===== config.mk =====
export PLATFORM = sky130hd
export DESIGN_NAME = jk_bank_driver
export DESIGN_NICKNAME = d
export VERILOG_FILES = /design/src/rtl/jk_bank_driver.sv
export SDC_FILE = /design/constraint.sdc
export NUM_CORES = 1
export LEC_CHECK = 0
export BUFFER_PORTS_ARGS = -buffer_cell sky130_fd_sc_hd__buf_2
export CAP_MARGIN = 20
export CORE_MARGIN = 2
export CORE_UTILIZATION = 40
export DETAILED_ROUTE_END_ITERATION = 7
export PLACE_DENSITY = 0.63
export SYNTH_ARGS = -nofsm -noshare
export SYNTH_HDL_FRONTEND = slang
export SYNTH_SLANG_ARGS = --single-unit

===== constraint.sdc =====
create_clock -name clk -period 4.4 [get_ports clk]
set_clock_uncertainty 0.15 [all_clocks]
set_input_delay 0.44 -clock clk [delete_from_list [all_inputs] [get_ports clk]]
set_output_delay 0.44 -clock clk [all_outputs]
set_load 0.03 [all_outputs]

===== src/rtl/jk_bank_driver.sv =====
// -----------------------------------------------------------------------------
// jk_bank_driver
//
// Write-side excitation driver for a bank of W JK flip-flops sharing clk and
// reset with this block. A target word is accepted over a valid/ready
// handshake. The driver then walks a shadow copy of the bank toward the target.
// It changes at most MAX_FLIPS bits per cycle, lowest index first, and emits
// the matching per-bit J/K commands.
//
// Parameters:
//   W          bank width in bits (1..32)
//   MAX_FLIPS  maximum bits changed per drive cycle (1..W)
//   USE_TOGGLE 0: set/reset encoding (0->1 as j=1,k=0; 1->0 as j=0,k=1)
//              1: toggle encoding (j=1,k=1)
//
// Ports:
//   clk        rising-edge clock, shared with the JK bank
//   reset      synchronous active-high reset, also resets the bank to 0
//   tgt_data   requested bank state
//   tgt_valid  tgt_data valid
//   tgt_ready  high while IDLE (combinational from state)
//   j, k       registered J/K excitation, one bit per bank flip-flop
//   busy       high while in DRIVE
//   done       one-cycle pulse once the shadow equals the target
//   q_fb       bank Q feedback            (only with JKDRV_VERIFY_EN)
//   mismatch   sticky feedback error flag (only with JKDRV_VERIFY_EN)
//
// Optional feature macro: JKDRV_VERIFY_EN adds bank feedback checking.
//
// state | meaning
// ------+-----------------------------------------------------------
// IDLE  | waiting for a target; j=k=0, tgt_ready=1
// DRIVE | stepping the shadow toward the target, MAX_FLIPS bits/cycle
// -----------------------------------------------------------------------------
module jk_bank_driver #(
   parameter int W          = 8,
   parameter int MAX_FLIPS  = 2,
   parameter int USE_TOGGLE = 0
) (
   input  logic         clk,
   input  logic         reset,
   input  logic [W-1:0] tgt_data,
   input  logic         tgt_valid,
   output logic         tgt_ready,
   output logic [W-1:0] j,
   output logic [W-1:0] k,
   output logic         busy,
   output logic         done
`ifdef JKDRV_VERIFY_EN
   ,
   input  logic [W-1:0] q_fb,
   output logic         mismatch
`endif
);

   typedef enum logic {IDLE, DRIVE} state_t;

   state_t       state;
   logic [W-1:0] shadow;
   logic [W-1:0] target;

   logic [W-1:0] diff;
   logic [W-1:0] sel;
   logic [W-1:0] rest;
   logic [W-1:0] j_nxt;
   logic [W-1:0] k_nxt;
   int           n_sel;

   assign tgt_ready = (state == IDLE);

   // Pick the lowest-indexed set bits of diff, up to MAX_FLIPS of them.
   always_comb begin
      diff  = shadow ^ target;
      sel   = '0;
      n_sel = 0;
      for (int i = 0; i < W; i++) begin
         if (diff[i] && (n_sel < MAX_FLIPS)) begin
            sel[i] = 1'b1;
            n_sel  = n_sel + 1;
         end
      end
      rest = diff & ~sel;
   end

   // Encoding is derived from the current shadow bit. In set/reset mode,
   // j and k are disjoint, so j=k=1 never appears.
   always_comb begin
      j_nxt = '0;
      k_nxt = '0;
      if (USE_TOGGLE != 0) begin
         j_nxt = sel;
         k_nxt = sel;
      end else begin
         j_nxt = sel & ~shadow;
         k_nxt = sel & shadow;
      end
   end

   always_ff @(posedge clk) begin
      if (reset) begin
         state  <= IDLE;
         shadow <= '0;
         target <= '0;
         j      <= '0;
         k      <= '0;
         busy   <= 1'b0;
         done   <= 1'b0;
      end else begin
         case (state)
            IDLE: begin
               j    <= '0;
               k    <= '0;
               done <= 1'b0;
               if (tgt_valid) begin
                  target <= tgt_data;
                  busy   <= 1'b1;
                  state  <= DRIVE;
               end
            end
            DRIVE: begin
               j      <= j_nxt;
               k      <= k_nxt;
               shadow <= shadow ^ sel;
               // This is the last step when nothing remains beyond this
               // cycle's selection. It also covers target == shadow.
               if (rest == '0) begin
                  done  <= 1'b1;
                  busy  <= 1'b0;
                  state <= IDLE;
               end
            end
            default: state <= IDLE;
         endcase
      end
   end

`ifdef JKDRV_VERIFY_EN
   // The bank applies j/k one edge after the shadow updates, so Q should
   // match the shadow delayed by one cycle. The first cycle out of reset is
   // not checked.
   logic [W-1:0] exp;
   logic         armed;

   always_ff @(posedge clk) begin
      if (reset) begin
         exp      <= '0;
         armed    <= 1'b0;
         mismatch <= 1'b0;
      end else begin
         exp   <= shadow;
         armed <= 1'b1;
         if (armed && (q_fb != exp))
            mismatch <= 1'b1;
      end
   end
`endif

endmodule


==> results.md <==
- Status: completed
- Worst skew pair latency: 0.28 ns
- TritonCTS clock tree: yes
- Mapped Cells: 170
- Hold Fails Final Rpt: 0
- Vias in the first global route: 1,149
- Ports: 30
- Antenna Nets Post-Route: 0
- Worst Hold Class: primary input to register
- Die Ht: 66.2 um
- Register area share after synthesis: 45.2%
- First-pass iteration count of the detailed router: 4
- Top Layer Used: met4
- DRT iter0 DRCs: 50
- Hold path depth: 3
- Kind of critical path: register to register
- Final net count: 218
- Top post-synthesis cells by area: dfxtp_1 (45%), nand2_1 (6.5%), a21oi_1 (6.5%)
- RSZ-0062 raised after global routing: no
- Gates resized, CTS repair: 0
- Root Driver: clkbuf_8
- N_diodes: 0
- Met2 routed WL: 1360 um
- Max clock buf depth: 2
- Die ar.: 0.00439 mm2
- Final setup violating endpoints: 0
- Max frequency: 329 MHz
- Largest net degree at the start of global routing: 21
- Starting Density: 42.0%
- Sink Count: 35
- Min Clock Period, post-route: 3.04 ns
- Via density: 5.18
- DR WL met3: 165 um
- DR WL/cell: 12.0 um
- Worst setup SP type: register
- Most common cell after layout, fill and taps aside: dfxtp_1
- Cts hold-fix bufs: 0
- # port buffers: 29
- Crit path max fanout: 8
- Post-CTS Repair Setup Buffers: 0
- Mean post-synth cell area: 9.11 um2
- Crit path arrival time: 3.06 ns
- Top-area cell type share of the netlist area: 45.2%
- Inserted Clock Buffers: 5
- Synthesized cell area: 0.00155 mm2
- Post-Route M1 WL: 1420 um
- Rel. slew slack: 51.6%
- Leakage power: 0.758 nW
- Power per Cell Area: 358 mW/mm2
- Critical path required time: 4.42 ns
- Detailed-placement wirelength estimate: 2190 um
- P&R area growth vs syn: 17.0%
- Syn nets: 186
- Initial antenna violation count: 0
- GRT overflow: 0
- Syn. warnings: 0
- Placer Congestion: 0.855
- Slew @ Worst Pin: 0.725 ns
- Core area: 0.00369 mm2
- Total negative setup slack: 0 ns
- #FFs+latches synth: 35
- Commonest non-fill, non-tap cells in the layout: dfxtp_1 (35), buf_2 (29), nand2_1 (27), a21oi_1 (20), nor2_1 (11)
- Htree depth: 2
- Worst r2r path cells: 11
- Max rail drop VDD: 0.148 mV
- Fin. max-slew vios: 0
- Die X: 66.2 um
- First-pass GRT wire length: 5130 um
- Detailed-route via count: 1,290
- Tcrit/Tclk final: 69.1%
- Total GRT Usage: 15.4%
- Clock transition at path regs: 0.06 ns
- Worst R2R Setup Slack: 1.36 ns
- Placement row count: 22
- Number of max-cap violations: 0
- DRC Markers: 0
- Worst hold slack: 0.246 ns
- Synth unique cells: 37
- Share of cells above drive strength 1: 21.9%
- Cell taking the most area after synthesis: dfxtp_1
- Total Routed Length: 2990 um
- Crit end category: register
==> metrics by stage <==
| stage | setup WS (ns) | cell area [um2] | util (%) | std cells | power [mW] |
|---|---|---|---|---|---|
| floorplan | 1.64 | 1550 | - | 170 | 0.427 |
| global placement | 1.45 | 1740 | 47.2 | 243 | 0.451 |
| detailed placement | 1.36 | 1740 | 47.2 | 243 | 0.454 |
| CTS | 1.36 | 1810 | 49.1 | 249 | 0.658 |
| global route | 1.10 | 1810 | 49.1 | 249 | 0.688 |
| finish | 1.36 | 1810 | 49.1 | 249 | 0.648 |
==> worst max-delay path, cell delays in order, from the launching register on <==
cell	delay (ns)
dfxtp_1	0.37
inv_1	0.06
ha_1	0.39
nor2_1	0.14
or3_1	0.38
nand2_1	0.23
nand2_1	0.09
ha_1	0.29
o21a_1	0.17
a21oi_1	0.06
or3_1	0.35
a31o_2	0.25
==> cells in the mapped netlist <==
| cell | count |
|---|---|
| o221a_2 | 1 |
| nor4b_1 | 5 |
| xor2_1 | 3 |
| clkbuf_1 | 4 |
| dfxtp_1 | 35 |
| xnor2_1 | 3 |
| a21o_1 | 1 |
| a31o_2 | 3 |
| nor2_1 | 11 |
| nor2b_1 | 1 |
| o31ai_1 | 1 |
| a21oi_1 | 20 |
| nor4_1 | 1 |
| o22ai_1 | 1 |
| ha_1 | 5 |
| o41ai_4 | 1 |
| nand2_1 | 27 |
| or4_1 | 1 |
| nand3_1 | 2 |
| xor2_2 | 2 |
| xnor2_2 | 1 |
| or2_2 | 1 |
| o21ai_0 | 4 |
| nand2b_1 | 1 |
| and2_1 | 5 |
| inv_1 | 6 |
| a311oi_2 | 1 |
| o21ai_1 | 1 |
| mux2i_1 | 3 |
| o311ai_0 | 1 |
| o21a_1 | 1 |
| o221ai_1 | 2 |
| or3_1 | 4 |
| nor3_1 | 2 |
| nor3b_1 | 6 |
| nand4_1 | 2 |
| clkinv_1 | 1 |
==> report_power, final <==
| part | switching, mW | total, mW | internal (mW) | leakage (nW) |
|---|---|---|---|---|
| clock | 0.0968 | 0.202 | 0.105 | 0.0371 |
| sequential | 0.0119 | 0.339 | 0.327 | 0.284 |
| combinational | 0.0673 | 0.107 | 0.0394 | 0.437 |
==> path summary, 6_finish.rpt <==
kind,to,from
setup reg to reg,done,shadow[1]
setup / recovery,done,shadow[1]
hold / removal,target[5],tgt_data[5]
hold reg to reg,target[1],target[1]
==> final cells by class <==
type	count	area [um2]
clock buffers	6	72.6
fillers	362	1880
inverters	7	26.3
multi-input cells	124	807
flip-flops and latches	35	701
well taps	48	60.1
repair buffers	29	145
==> cell families (layout without fill, tap and decap cells) <==
group                      Yosys count  after routing  share of synthesized area [%]
AOI/OAI and AO/OA                   38             38                           16.8
adders and majority gates            5              5                           4.04
xor gates and xnor gates             9              9                           6.54
and+or+nand+nor                     69             69                           22.8
buffers and inverters               11             42                           2.66
muxes                                3              3                           1.94
DFF                                 35             35                           45.2
==> layer usage <==
layer | up-vias | global-route usage, %
met5 | - | 0
met2 | 26 | 25.1
met3 | 5 | 5.28
met4 | 0 | 5.36
li1 | 659 | -
met1 | 600 | 18.8
No activity file was read; power rests on OpenSTA's default activity.
